**config.mk**
```make
export PLATFORM = sky130hd
export DESIGN_NAME = pin_entry_ctrl
export DESIGN_NICKNAME = d
export VERILOG_FILES = /design/src/rtl/pin_entry_ctrl.sv
export SDC_FILE = /design/constraint.sdc
export NUM_CORES = 1
export LEC_CHECK = 0
export CORE_MARGIN = 2
export CORE_UTILIZATION = 25
export CTS_CLUSTER_DIAMETER = 50
export DETAILED_ROUTE_END_ITERATION = 16
export PLACE_DENSITY = 0.46
export SETUP_SLACK_MARGIN = 0.15
export SYNTH_ARGS = -nofsm -noshare
export SYNTH_HDL_FRONTEND = slang
export SYNTH_SLANG_ARGS = --single-unit
```
**constraint.sdc**
```tcl
create_clock -name clk -period 7 [get_ports clk]
set_clock_uncertainty 0.05 [all_clocks]
set_input_delay 2.1 -clock clk [delete_from_list [all_inputs] [get_ports clk]]
set_output_delay 2.1 -clock clk [all_outputs]
set_load 0.05 [all_outputs]
```
**src/rtl/pin_entry_ctrl.sv**
```systemverilog
// pin_entry_ctrl: collects a two-digit PIN, hands it to the lock FSM with per-nibble match
// flags, and handles entry/result timeouts and alarm lockout. PIN_PROGRAM_EN adds PIN reprogramming.
module pin_entry_ctrl #(
    parameter logic [7:0] DEFAULT_PIN    = 8'hA5,
    parameter int         ENTRY_TIMEOUT  = 500,
    parameter int         RESULT_TIMEOUT = 8,
    parameter int         LOCKOUT_CYCLES = 1000
) (
    input  logic       clk,
    input  logic       rst,
    input  logic       key_valid,
    input  logic [3:0] key_digit,
    input  logic       key_clear,
    input  logic       lock_open,
    input  logic       deny_access,
    input  logic       alarm,
`ifdef PIN_PROGRAM_EN
    input  logic       prog_req,
    output logic       prog_done,
`endif
    output logic       req_access,
    output logic [7:0] pin,
    output logic       first_four_match,
    output logic       last_four_match,
    output logic       busy,
    output logic       lockout,
    output logic       entry_timeout
);

    localparam int MAX_AB = (ENTRY_TIMEOUT > RESULT_TIMEOUT) ? ENTRY_TIMEOUT : RESULT_TIMEOUT;
    localparam int MAX_P  = (MAX_AB > LOCKOUT_CYCLES) ? MAX_AB : LOCKOUT_CYCLES;
    localparam int CW     = $clog2(MAX_P) + 1;

    localparam logic [CW-1:0] CNT_ZERO    = {CW{1'b0}};
    localparam logic [CW-1:0] ENTRY_LAST  = CW'(ENTRY_TIMEOUT - 1);
    localparam logic [CW-1:0] RESULT_LAST = CW'(RESULT_TIMEOUT - 1);
    localparam logic [CW-1:0] LOCK_LAST   = CW'(LOCKOUT_CYCLES - 1);
    localparam logic [CW-1:0] HOLD_LAST   = CW'(1);

    typedef enum logic [2:0] {
        S_IDLE      = 3'd0,
        S_HAVE_HI   = 3'd1,
        S_REQ       = 3'd2,
        S_WAIT_RES  = 3'd3,
        S_DENY_HOLD = 3'd4,
        S_LOCKOUT   = 3'd5,
        S_PROG_HI   = 3'd6,
        S_PROG_LO   = 3'd7
    } state_e;

    state_e        state_q, state_d;
    logic [CW-1:0] timer_q, timer_d;
    logic [7:0]    pin_q, pin_d;
    logic          req_access_q, req_access_d;
    logic          first_four_match_q, first_four_match_d;
    logic          last_four_match_q, last_four_match_d;
    logic          busy_q, busy_d;
    logic          lockout_q, lockout_d;
    logic          entry_timeout_q, entry_timeout_d;
    logic          match_win_s;
    logic [7:0]    stored_pin_s;

`ifdef PIN_PROGRAM_EN
    logic [7:0] stored_q, stored_d;
    logic [3:0] prog_hi_q, prog_hi_d;
    logic       prog_done_q, prog_done_d;
    assign stored_pin_s = stored_q;
    assign prog_done    = prog_done_q;
`else
    assign stored_pin_s = DEFAULT_PIN;
`endif

    assign req_access       = req_access_q;
    assign pin              = pin_q;
    assign first_four_match = first_four_match_q;
    assign last_four_match  = last_four_match_q;
    assign busy             = busy_q;
    assign lockout          = lockout_q;
    assign entry_timeout    = entry_timeout_q;

    function automatic logic [CW-1:0] sat_inc(input logic [CW-1:0] v);
        if (v == {CW{1'b1}}) begin
            sat_inc = v;
        end else begin
            sat_inc = v + CW'(1);
        end
    endfunction

    // Next-state, datapath and registered-output precompute.
    always_comb begin
        state_d         = state_q;
        pin_d           = pin_q;
        timer_d         = sat_inc(timer_q);
        entry_timeout_d = 1'b0;
`ifdef PIN_PROGRAM_EN
        stored_d    = stored_q;
        prog_hi_d   = prog_hi_q;
        prog_done_d = 1'b0;
`endif
        case (state_q)
            S_IDLE: begin
                timer_d = CNT_ZERO;
                if (alarm) begin
                    state_d = S_LOCKOUT;
                end
`ifdef PIN_PROGRAM_EN
                else if (prog_req && lock_open) begin
                    state_d = S_PROG_HI;
                end
`endif
                else if (key_valid) begin
                    pin_d   = {key_digit, 4'h0};
                    state_d = S_HAVE_HI;
                end else begin
                    state_d = S_IDLE;
                end
            end
            S_HAVE_HI: begin
                if (alarm) begin
                    state_d = S_LOCKOUT;
                    timer_d = CNT_ZERO;
                    pin_d   = 8'h00;
                end else if (key_clear) begin
                    state_d = S_IDLE;
                    pin_d   = 8'h00;
                end else if (key_valid) begin
                    pin_d   = {pin_q[7:4], key_digit};
                    state_d = S_REQ;
                end else if (timer_q >= ENTRY_LAST) begin
                    entry_timeout_d = 1'b1;
                    state_d         = S_IDLE;
                    pin_d           = 8'h00;
                end else begin
                    state_d = S_HAVE_HI;
                end
            end
            S_REQ: begin
                timer_d = CNT_ZERO;
                if (key_clear) begin
                    state_d = S_IDLE;
                    pin_d   = 8'h00;
                end else begin
                    state_d = S_WAIT_RES;
                end
            end
            S_WAIT_RES: begin
                if (lock_open) begin
                    state_d = S_IDLE;
                    pin_d   = 8'h00;
                end else if (deny_access) begin
                    state_d = S_DENY_HOLD;
                    timer_d = CNT_ZERO;
                end else if (timer_q >= RESULT_LAST) begin
                    entry_timeout_d = 1'b1;
                    state_d         = S_IDLE;
                    pin_d           = 8'h00;
                end else begin
                    state_d = S_WAIT_RES;
                end
            end
            S_DENY_HOLD: begin
                // Held two cycles so the lock's alarm following a deny is caught here.
                if (alarm) begin
                    state_d = S_LOCKOUT;
                    timer_d = CNT_ZERO;
                    pin_d   = 8'h00;
                end else if (timer_q >= HOLD_LAST) begin
                    state_d = S_IDLE;
                    pin_d   = 8'h00;
                end else begin
                    state_d = S_DENY_HOLD;
                end
            end
            S_LOCKOUT: begin
                if (alarm) begin
                    timer_d = CNT_ZERO;
                end else if (timer_q >= LOCK_LAST) begin
                    state_d = S_IDLE;
                end else begin
                    state_d = S_LOCKOUT;
                end
            end
`ifdef PIN_PROGRAM_EN
            S_PROG_HI: begin
                if (alarm) begin
                    state_d = S_LOCKOUT;
                    timer_d = CNT_ZERO;
                end else if (key_clear) begin
                    state_d = S_IDLE;
                end else if (key_valid) begin
                    prog_hi_d = key_digit;
                    state_d   = S_PROG_LO;
                    timer_d   = CNT_ZERO;
                end else if (timer_q >= ENTRY_LAST) begin
                    entry_timeout_d = 1'b1;
                    state_d         = S_IDLE;
                end else begin
                    state_d = S_PROG_HI;
                end
            end
            S_PROG_LO: begin
                if (alarm) begin
                    state_d = S_LOCKOUT;
                    timer_d = CNT_ZERO;
                end else if (key_clear) begin
                    state_d = S_IDLE;
                end else if (key_valid) begin
                    stored_d    = {prog_hi_q, key_digit};
                    prog_done_d = 1'b1;
                    state_d     = S_IDLE;
                end else if (timer_q >= ENTRY_LAST) begin
                    entry_timeout_d = 1'b1;
                    state_d         = S_IDLE;
                end else begin
                    state_d = S_PROG_LO;
                end
            end
`endif
            default: begin
                state_d = S_IDLE;
                pin_d   = 8'h00;
                timer_d = CNT_ZERO;
            end
        endcase

        // Flags only mean something while the lock is looking at the PIN.
        match_win_s        = (state_d == S_REQ) || (state_d == S_WAIT_RES) ||
                             (state_d == S_DENY_HOLD);
        req_access_d       = (state_d == S_REQ);
        busy_d             = (state_d != S_IDLE);
        lockout_d          = (state_d == S_LOCKOUT);
        first_four_match_d = match_win_s && (pin_d[7:4] == stored_pin_s[7:4]);
        last_four_match_d  = match_win_s && (pin_d[3:0] == stored_pin_s[3:0]);
    end

    // State, datapath and output registers.
    always_ff @(posedge clk or posedge rst) begin
        if (rst) begin
            state_q            <= S_IDLE;
            timer_q            <= CNT_ZERO;
            pin_q              <= 8'h00;
            req_access_q       <= 1'b0;
            first_four_match_q <= 1'b0;
            last_four_match_q  <= 1'b0;
            busy_q             <= 1'b0;
            lockout_q          <= 1'b0;
            entry_timeout_q    <= 1'b0;
`ifdef PIN_PROGRAM_EN
            stored_q    <= DEFAULT_PIN;
            prog_hi_q   <= 4'h0;
            prog_done_q <= 1'b0;
`endif
        end else begin
            state_q            <= state_d;
            timer_q            <= timer_d;
            pin_q              <= pin_d;
            req_access_q       <= req_access_d;
            first_four_match_q <= first_four_match_d;
            last_four_match_q  <= last_four_match_d;
            busy_q             <= busy_d;
            lockout_q          <= lockout_d;
            entry_timeout_q    <= entry_timeout_d;
`ifdef PIN_PROGRAM_EN
            stored_q    <= stored_d;
            prog_hi_q   <= prog_hi_d;
            prog_done_q <= prog_done_d;
`endif
        end
    end

endmodule
```
==> results.md, run 1 <==
* Row count at 29
* Initial Util at 25.6%
* Area Overhead vs Synth at 22.1%
* Fin Hold WS at roughly 0.48 ns
* Min-delay src: timer_q[8]
* Internal power at roughly 350 uW
* Die area at 7070 um^2
* Post-detail-place hpwl at 2.75 mm
* Flop2flop setup slack at 4.39 ns
* R2R cell count at 7
* Largest net degree at the start of global routing at 29
* Drt drc at 0
* CP startpoint kind: input port
* CTS H-tree depth at 1
* Part of the power in registers at 37.9%
* Top cells by count, synth: 28 x dfrtp_1, 22 x nor2_1, 12 x nand2_1
* Most common cell in the netlist: dfrtp_1
* Total CTS buffers at 3
* Post-synth top area share at 43.7%
* RSZ-0062 raised after global routing: no
* Iter 0 DRT Violations at 90
* Async S/R FF share, synth at 100%
* Mapped Area at 1600 um^2
* Power per cell area at 297 nW/um^2
* Grt total ovfl at 0
* Vias in the first global route at 1,274
* Clock Latency Late Sink at between 0.2 and 0.3 ns
* Worst Tran Pin Value at 1.08 ns
* Clock network fraction of total power at 22.6%
* Wirelength per Cell at 14.2 um
* Top cells by area, synth: dfrtp_1 44%, nor2_1 5.1%, a22o_2 3.1%
* Final hold vios at 0
* Critical path class: in2reg
* Routability cong. at 0.805
* Io pins at 25
* Worst path max stage delay at 0.62 ns
* # diodes at 0
* Final Util at a little under a third
* Mapped Cells at 164
* Cell taking the most area after synthesis: dfrtp_1
* Hold Buf Count CTS at 0
* Crit share post-route at 54.5%
* Tot GR Track Use at 11.1%
* Vert. Die Dim at about 84 um
* Relative slew slack at between 20 and 30%
* Drt pass-1 iters at 4
* Cells along the critical path: clkdlybuf4s50_1 > nor2b_1 > mux2i_1 > a21oi_2 > nand4_2 > a22o_2 > and4bb_1
* First-pass GRT wire length at around 6.3 mm
* Clock Tree Buf Depth at 2
* Critical-path top delay cell: clkdlybuf4s50_1
* Critical Path AT at ~4.0 ns
* Worst Hold Depth at 1
* Final setup vio count at 0
* Die X at 84.1 um
* CP Max Fanout at 8
* Synthesized Nets at between 150 and 200
* Worst Hold Class: reg2reg
* Reg clk slew, reported paths at 0.10 ns
* Crit path time final at between 3 and 4 ns
* Final nets at 198
* FMAX at 262 MHz
* Synthesized flop and latch total at 28
* Drt total wl at 3.71 mm
* Comb power frac at 39.5%
* Run status: completed
* CP Capture Type: flip-flop
* Post-synthesis cell type count at 55
* Final slew viol count at 0
* VDD IR max at 0.126 mV
* Vias at between 1,000 and 1,500
* Syn Area/Cell at 9.78 um^2
* Post-CTS sizing at 0
* Initial antenna violation count at 0
* Seq/Total Area, Yosys at 43.7%
* Primary FF master, synth: dfrtp_1
* Leakage at 0.000828 uW
* Routed vias/inst at between 4 and 5
* Net Switching at 229 uW
* Hold EP: timer_q[8]
* Core box area at approximately 6300 um^2
* Switching part of the total at between 30 and 40%
* Total setup buffers inserted after CTS at 0
* Critical R2R Launch: timer_q[0]
* Root buffer cell: clkbuf_8
* Setup_tns at 0 ns
* IO Port Bufs at 24
* TritonCTS clock tree: done
* Clock Sinks at 28
* Maxcap violations at 0
* Yosys warns at 0
* Worst Path Required at 7.13 ns
* Ratio of cells with drive above 1 in the final layout at 13.6%
* Remaining antenna violation count at 0
* Reg2Reg Capture Point: last_four_match
* Number of synthesized flops with an enable pin at 0
[area by class of cell]
class                   instances  area (um^2)
inverters                      11         41.3
repair buffers                 24          240
well taps                      77         96.3
flip-flops and latches         28          701
multi-input cells             117          808
clock inverters                 1         30.0
fillers                       648         4320
clock buffers                   3         41.3
[sequential cells by signal, indices dropped and copies added, names as in the netlist]
name              flops
entry_timeout         1
req_access            1
pin                   8
timer_q              11
busy                  1
lockout               1
last_four_match       1
state_q               3
first_four_match      1
[per-layer routing]
metal | GRT usage [%] | share of wire (%) | vias up
met2 | 16.7 | 44 | 33
met4 | 3.96 | 1.7 | 0
met3 | 0.989 | 3.0 | 5
met5 | 0 | 0 | -
li1 | - | - | 630
met1 | 16.5 | 51 | 631
[stage by stage]
step                cells  setup slack [ns]  area, um^2  power (uW)
CTS                   261              3.19        1960         588
global placement      257              2.89        1890         455
floorplan             164              3.37        1600         391
detailed placement    257              2.89        1890         455
global route          261              3.03        1960         624
finish                261              3.18        1960         581
[power groups by stage]
stage	combinational [uW]	clock (uW)	sequential, uW
2_1_floorplan	148	0	242
3_3_place_gp	232	0	224
3_5_place_dp	231	0	223
4_1_cts	232	136	220
5_1_grt	256	142	226
6_report	229	131	220
[logic make-up after synthesis]
group / Yosys count / share of synthesized area [%]
simple gates: 69 / 24.7
compound gates: 38 / 19.7
flops: 28 / 43.7
buf+inv: 19 / 5.93
xor+xnor: 7 / 3.82
fa+ha+maj: 2 / 1.56
mux: 1 / 0.624
[critical path: cells and delay by family]
family / cells / cell delay, ns
and+or+nand+nor: 3 / 0.61
buffers and inverters: 1 / 0.62
muxes: 1 / 0.12
AOI/OAI and AO/OA: 2 / 0.49
[cells in the final DEF (no fill, tap or decap), types with 2 or more instances in the layout]
| cell type | instances |
|---|---|
| dfrtp_1 | 28 |
| clkdlybuf4s50_1 | 24 |
| nor2_1 | 22 |
| nand2_1 | 12 |
| inv_1 | 11 |
| a22o_2 | 5 |
| a21oi_1 | 5 |
| nand4_1 | 5 |
| nor3_1 | 4 |
| nand3_1 | 4 |
| o21ai_0 | 4 |
| a211oi_1 | 4 |
| xnor2_1 | 4 |
| and4_2 | 3 |
| xor2_1 | 3 |
| clkbuf_8 | 3 |
| or4_4 | 2 |
| o21ai_1 | 2 |
| a31oi_1 | 2 |
| and2_1 | 2 |
| a22o_1 | 2 |
| ha_1 | 2 |
[how the worst max path moves through the flow]
| stage | from | to | cells after the start |
|---|---|---|---|
| 6_report | key_valid | last_four_match | 7 |
| 3_3_place_gp | key_valid | last_four_match | 7 |
| 4_1_cts | key_valid | last_four_match | 7 |
| 3_5_place_dp | key_valid | last_four_match | 7 |
| 2_1_floorplan | alarm | last_four_match | 7 |
| 5_1_grt | key_valid | first_four_match | 7 |
Power figures use the tool's default switching activity.
==> inputs of run 2 (changes only) <==
PLACE_DENSITY = 0.48   (was 0.46)
clock period = 3.5 ns   (was 7 ns; I/O delays follow)
==> run 2 against run 1 <==
Power is 100% higher. Cell count grew 0.38%. Clock-buffer cell count did not move. Highest routed layer unchanged. Critical path depth unchanged. Sequential power is 99% higher. First-iteration DRC count up 70%. Clock power up 99%. Largest cell class unchanged. Non-clock buffer count up 1.
==> results.md, run 2 (synthesis results as in run 1) <==
* Leakage at 0.000833 uW (+0.58%)
* Routed vias/inst at 4.95 (-0.54%)
* Grt total ovfl at 0 (unchanged)
* Placed cell areas at 1890 um^2 (+0.40%)
* Fin Hold WS at 0.489 ns (+0.0107 ns)
* Most frequent cells in the layout: 28 x dfrtp_1, 24 x clkdlybuf4s50_1, 22 x nor2_1, 12 x nand2_1, 11 x inv_1
* Worst Hold Depth at 1 (unchanged)
* Wirelength per Cell at 14.4 um (+1.4%)
* Drt drc at 0 (unchanged)
* Switching part of the total at 39.2% (-0.16 points)
* Final slew viol count at 0 (unchanged)
* Initial antenna violation count at 0 (unchanged)
* Area Overhead vs Synth at 22.5%
* Clock network fraction of total power at 22.5% (about the same)
* Reg with most FFs: timer_q
* Drt total wl at 3.77 mm (+1.8%)
* Pre-CTS setup slack at 0.447 ns (-2.44 ns)
* IO Port Bufs at 24 (unchanged)
* Row count at 29 (unchanged)
* Total CTS buffers at 3 (unchanged)
* Total setup buffers inserted after CTS at 0 (unchanged)
* Critical R2R Launch: timer_q[0]
* CP startpoint kind: input port
* # diodes at 0 (unchanged)
* CTS H-tree depth at 1 (unchanged)
* Placed cell count at 258 (+0.39%)
* Iter 0 DRT Violations at 153 (+70%)
* Critical path class: in2reg
* Die area at 7070 um^2 (unchanged)
* First-pass GRT wire length at 6.19 mm (-2.5%)
* FMAX at 356 MHz
* Worst Hold Class: reg2reg
* Worst Path Required at 3.63 ns (-3.50 ns)
* Post-detail-place hpwl at 2.69 mm (-2.1%)
* Max reg flops at 11 (unchanged)
* Final WS setup at 0.690 ns (-2.49 ns)
* Internal power at 705 uW (+100%)
* R2R cell count at 7 (unchanged)
* Final nets at 199 (+0.51%)
* Maxcap violations at 0 (unchanged)
* Setup_tns at 0 ns (unchanged)
* CP Max Fanout at 8 (unchanged)
* RSZ-0062 raised after global routing: no
* Run status: completed
* Design Area, Final at 1970 um^2 (+0.38%)
* Worst Tran Pin Value at 0.501 ns (-0.575 ns)
* Die X at 84.1 um (unchanged)
* Non-filler cells, final at 262 (+0.38%)
* Crit share post-route at 80.3%
* Hold Buf Count CTS at 0 (unchanged)
* Flop2flop setup slack at 0.87 ns (-3.52 ns)
* Net Switching at 455 uW (+99%)
* Routability cong. at 0.824 (+2.3%)
* Tot GR Track Use at 10.9% (-0.14 points)
* Fill count at 654 (+0.93%)
* Clock Tree Buf Depth at 2 (unchanged)
* Post-CTS sizing at 0 (unchanged)
* Io pins at 25 (unchanged)
* Crit path time final at 2.81 ns
* Relative slew slack at 66.5% (+38 points)
* Final hold vios at 0 (unchanged)
* TritonCTS clock tree: done
* Min-delay src: pin[6]
* Part of the power in registers at 37.7% (-0.2 points)
* Reg2Reg Capture Point: last_four_match
* Clock Sinks at 28 (unchanged)
* Vias at 1,297 (-0.15%)
* CP Capture Type: flip-flop
* Comb power frac at 39.8% (+0.3 points)
* Remaining antenna violation count at 0 (unchanged)
* Core box area at 6280 um^2 (unchanged)
* Commonest non-fill, non-tap cell in the layout: dfrtp_1
* Largest net degree at the start of global routing at 29 (unchanged)
* Ratio of cells with drive above 1 in the final layout at 14.1% (+0.47 points)
* Final setup vio count at 0 (unchanged)
* Vias in the first global route at 1,216 (-4.6%)
* Reg clk slew, reported paths at 0.10 ns (about the same)
* VDD IR max at 0.234 mV (+86%)
* Initial Util at 25.6% (unchanged)
* Power per cell area at 590 nW/um^2 (+99%)
* Root buffer cell: clkbuf_8
* Hold EP: pin[6]
* Clock Latency Late Sink at 0.28 ns (about the same)
* Vert. Die Dim at 84.1 um (unchanged)
* Critical Path Start: key_valid
* Critical Path AT at 2.94 ns (-1.01 ns)
* Drt pass-1 iters at 4 (unchanged)
## run 2: area by class of cell
cell class,instances,area [um^2],share of cell area [%]
Clock inverter,1,30.0,1.53
Inverter,11,41.3,2.10
Multi-Input combinational cell,117,808,41.1
Sequential cell,28,701,35.6
Tap cell,77,96.3,4.90
Clock buffer,3,41.3,2.10
Timing Repair Buffer,25,248,12.6
## run 2: critical path, stage by stage
cell,delay [ns]
clkdlybuf4s50_1,0.60
nor2b_1,0.25
mux2i_1,0.13
a21oi_2,0.19
nand4_1,0.23
a22o_2,0.29
and4b_1,0.19
## run 2: power groups by stage
stage               Sequential (uW)  Clock (uW)  Combinational (uW)
detailed placement              442           0                 463
floorplan                       484           0                 297
global route                    447         282                 504
global placement                448           0                 464
finish                          438         261                 461
CTS                             437         273                 466
## run 2: routing by layer
layer | GRT usage [%] | vias up | share of wire, %
met3 | 1.48 | 8 | 4.1
li1 | - | 635 | -
met1 | 16.1 | 614 | 51
met5 | 0 | - | 0
met2 | 15.8 | 40 | 43
met4 | 4.99 | 0 | 2.1
## run 2: how the worst max path moves through the flow
stage	end	slack (ns)	cells after the start
after detailed placement	first_four_match	0.45	7
after CTS	first_four_match	0.73	7
after floorplan	last_four_match	0.92	7
final	first_four_match	0.69	7
after global placement	first_four_match	0.44	7
after global routing	first_four_match	0.58	7
## run 2: metrics by stage
stage	util, %	power (uW)
global route	31.3	1230
floorplan	-	781
detailed placement	30.2	905
global placement	30.2	911
CTS	31.3	1180
finish	31.3	1160
==> inputs of run 3 (changes only) <==
PLACE_DENSITY = 0.46   (was 0.48)
clock period = 2.6 ns   (was 3.5 ns; I/O delays follow)
==> run 3 against run 2 <==
Cell count grew 5.3%. Die area is the same. Register-to-register slack lost 0.59 ns. Non-clock buffer count grew 14. Critical path depth shrank 1. Power grew 44%. Core utilization grew 1.9 points. Setup slack lost 0.44 ns. Global-route usage grew 0.94 points. Largest cell class unchanged.
==> results.md, run 3 (synthesis results as in run 1) <==
* Area Overhead vs Synth at 30.1%
* Relative slew slack at 66.7% (+0.24 points)
* Die area at 7070 um^2 (unchanged)
* Vias at 1,346 (+3.8%)
* RSZ-0062 raised after global routing: no
* IO Port Bufs at 24 (unchanged)
* Io pins at 25 (unchanged)
* Critical path class: in2reg
* Power per cell area at 801 nW/um^2 (+36%)
* Maxcap violations at 0 (unchanged)
* Worst Hold Depth at 1 (unchanged)
* CP Max Fanout at 4 (-4)
* Clock Latency Late Sink at 0.28 ns (about the same)
* Drt total wl at 3.95 mm (+4.7%)
* Area taken by multi-input logic gates at 825 um^2 (+2.0%)
* First-pass GRT wire length at 6.83 mm (+10%)
* Flop2flop setup slack at 0.28 ns (-0.59 ns)
* Initial Util at 25.6% (unchanged)
* Worst Path Buf+Inv at 1 (unchanged)
* Crit share post-route at 90.4%
* # diodes at 0 (unchanged)
* Iter 0 DRT Violations at 107 (-30%)
* Hold Buf Count CTS at 0 (unchanged)
* VDD IR max at 0.314 mV (+35%)
* Initial antenna violation count at 0 (unchanged)
* Total CTS buffers at 3 (unchanged)
* Critical-path top delay cell: clkdlybuf4s50_1
* Final hold vios at 0 (unchanged)
* Clock Tree Buf Depth at 2 (unchanged)
* FMAX at 425 MHz
* Run status: completed
* Routed vias/inst at 4.88 (-1.5%)
* Worst path max stage delay at 0.57 ns (-0.03 ns)
* Final nets at 213 (+7.0%)
* FF/Latch Area at 701 um^2 (unchanged)
* Critical R2R Launch: timer_q[0]
* Hold EP: pin[5]
* Placed cell count at 272 (+5.4%)
* Commonest non-fill, non-tap cell in the layout: dfrtp_1
* Ratio of cells with drive above 1 in the final layout at 20.6% (+6.5 points)
* Die X at 84.1 um (unchanged)
* Wirelength per Cell at 14.3 um (-0.59%)
* Min-delay src: pin[5]
* CP Capture Type: flip-flop
* Vert. Die Dim at 84.1 um (unchanged)
* Final setup vio count at 0 (unchanged)
* Routability cong. at 0.771 (-6.4%)
* Tot GR Track Use at 11.9% (+0.94 points)
* Fin Hold WS at 0.489 ns (-0.000120 ns)
* Crit path time final at 2.35 ns
* Clock Sinks at 28 (unchanged)
* Drt pass-1 iters at 4 (unchanged)
* Top delay family on crit path: simple AND/OR/NAND/NOR gates
* Worst Hold Class: reg2reg
* Remaining antenna violation count at 0 (unchanged)
* TritonCTS clock tree: done
* Reg2Reg Capture Point: last_four_match
* Final slew viol count at 0 (unchanged)
* Post-detail-place hpwl at 2.91 mm (+7.9%)
* Cells along the critical path: clkdlybuf4s50_1 > nor2_1 > and3_2 > or2b_2 > a21oi_1 > and4bb_1
* Core box area at 6280 um^2 (unchanged)
* Reg with most FFs: timer_q
* Max reg flops at 11 (unchanged)
* Worst Path Required at 2.73 ns (-0.90 ns)
* Vias in the first global route at 1,397 (+15%)
* Largest net degree at the start of global routing at 29 (unchanged)
* Non-filler cells, final at 276 (+5.3%)
* Root buffer cell: clkbuf_8
* Most frequent cells in the layout: 28 x dfrtp_1, 24 x clkdlybuf4s50_1, 22 x nor2_1, 15 x buf_4, 12 x nand2_1
* Fill count at 648 (-0.92%)
* R2R cell count at 7 (unchanged)
* Critical Path AT at 2.48 ns (-0.46 ns)
* Leakage at 0.000907 uW (+8.8%)
* Row count at 29 (unchanged)
* Worst Tran Pin Value at 0.498 ns (-0.00352 ns)
* Grt total ovfl at 0 (unchanged)
* Drt drc at 0 (unchanged)
* CP startpoint kind: input port
* Reg clk slew, reported paths at 0.10 ns (about the same)
* CTS H-tree depth at 1 (unchanged)
-- run 3: what timing repair did --
action                                  CTS  global route
setup buffers                             0             0
resized for setup                         0             2
endpoints found under the setup margin    0             2
-- run 3: cell type report --
cell class	instances	share of cell area, %
clock buffer	3	1.98
clock inverter	1	1.44
inverter	11	1.98
multi-input combinational	117	39.5
sequential	28	33.6
tap	77	4.62
timing repair buffer	39	16.9
-- run 3: power breakdown --
part           switching (uW)  internal, uW  total, uW
Sequential               58.7           498        557
Clock                     147           206        353
Combinational             437           325        762
-- run 3: per-stage QoR --
stage,TNS (ns),total power (uW),instance area (um^2),setup WS (ns),util (%)
finish,0,1670,2090,0.249,33.2
global placement,-0.104,1330,2000,-0.0561,31.9
global route,0,1800,2090,0.178,33.2
floorplan,0,1050,1600,0.275,-
detailed placement,-0.0585,1320,2000,-0.0353,31.9
CTS,0,1690,2070,0.180,33.0
-- run 3: layer usage --
layer	global-route usage, %	share of wire, %	vias to the layer above
li1	-	-	664
met1	16.7	50	659
met2	18.6	46	21
met3	1.58	2.3	2
met4	4.40	1.0	0
met5	0	0	-
-- run 3: worst max path at each step --
stage,startpoint,end,slack (ns),depth (start not counted)
3_3_place_gp,alarm,last_four_match,-0.06,6
4_1_cts,timer_q[0],last_four_match,0.18,7
3_5_place_dp,alarm,last_four_match,-0.04,6
5_1_grt,timer_q[0],last_four_match,0.18,7
2_1_floorplan,timer_q[0],last_four_match,0.27,7
6_report,alarm,last_four_match,0.25,6
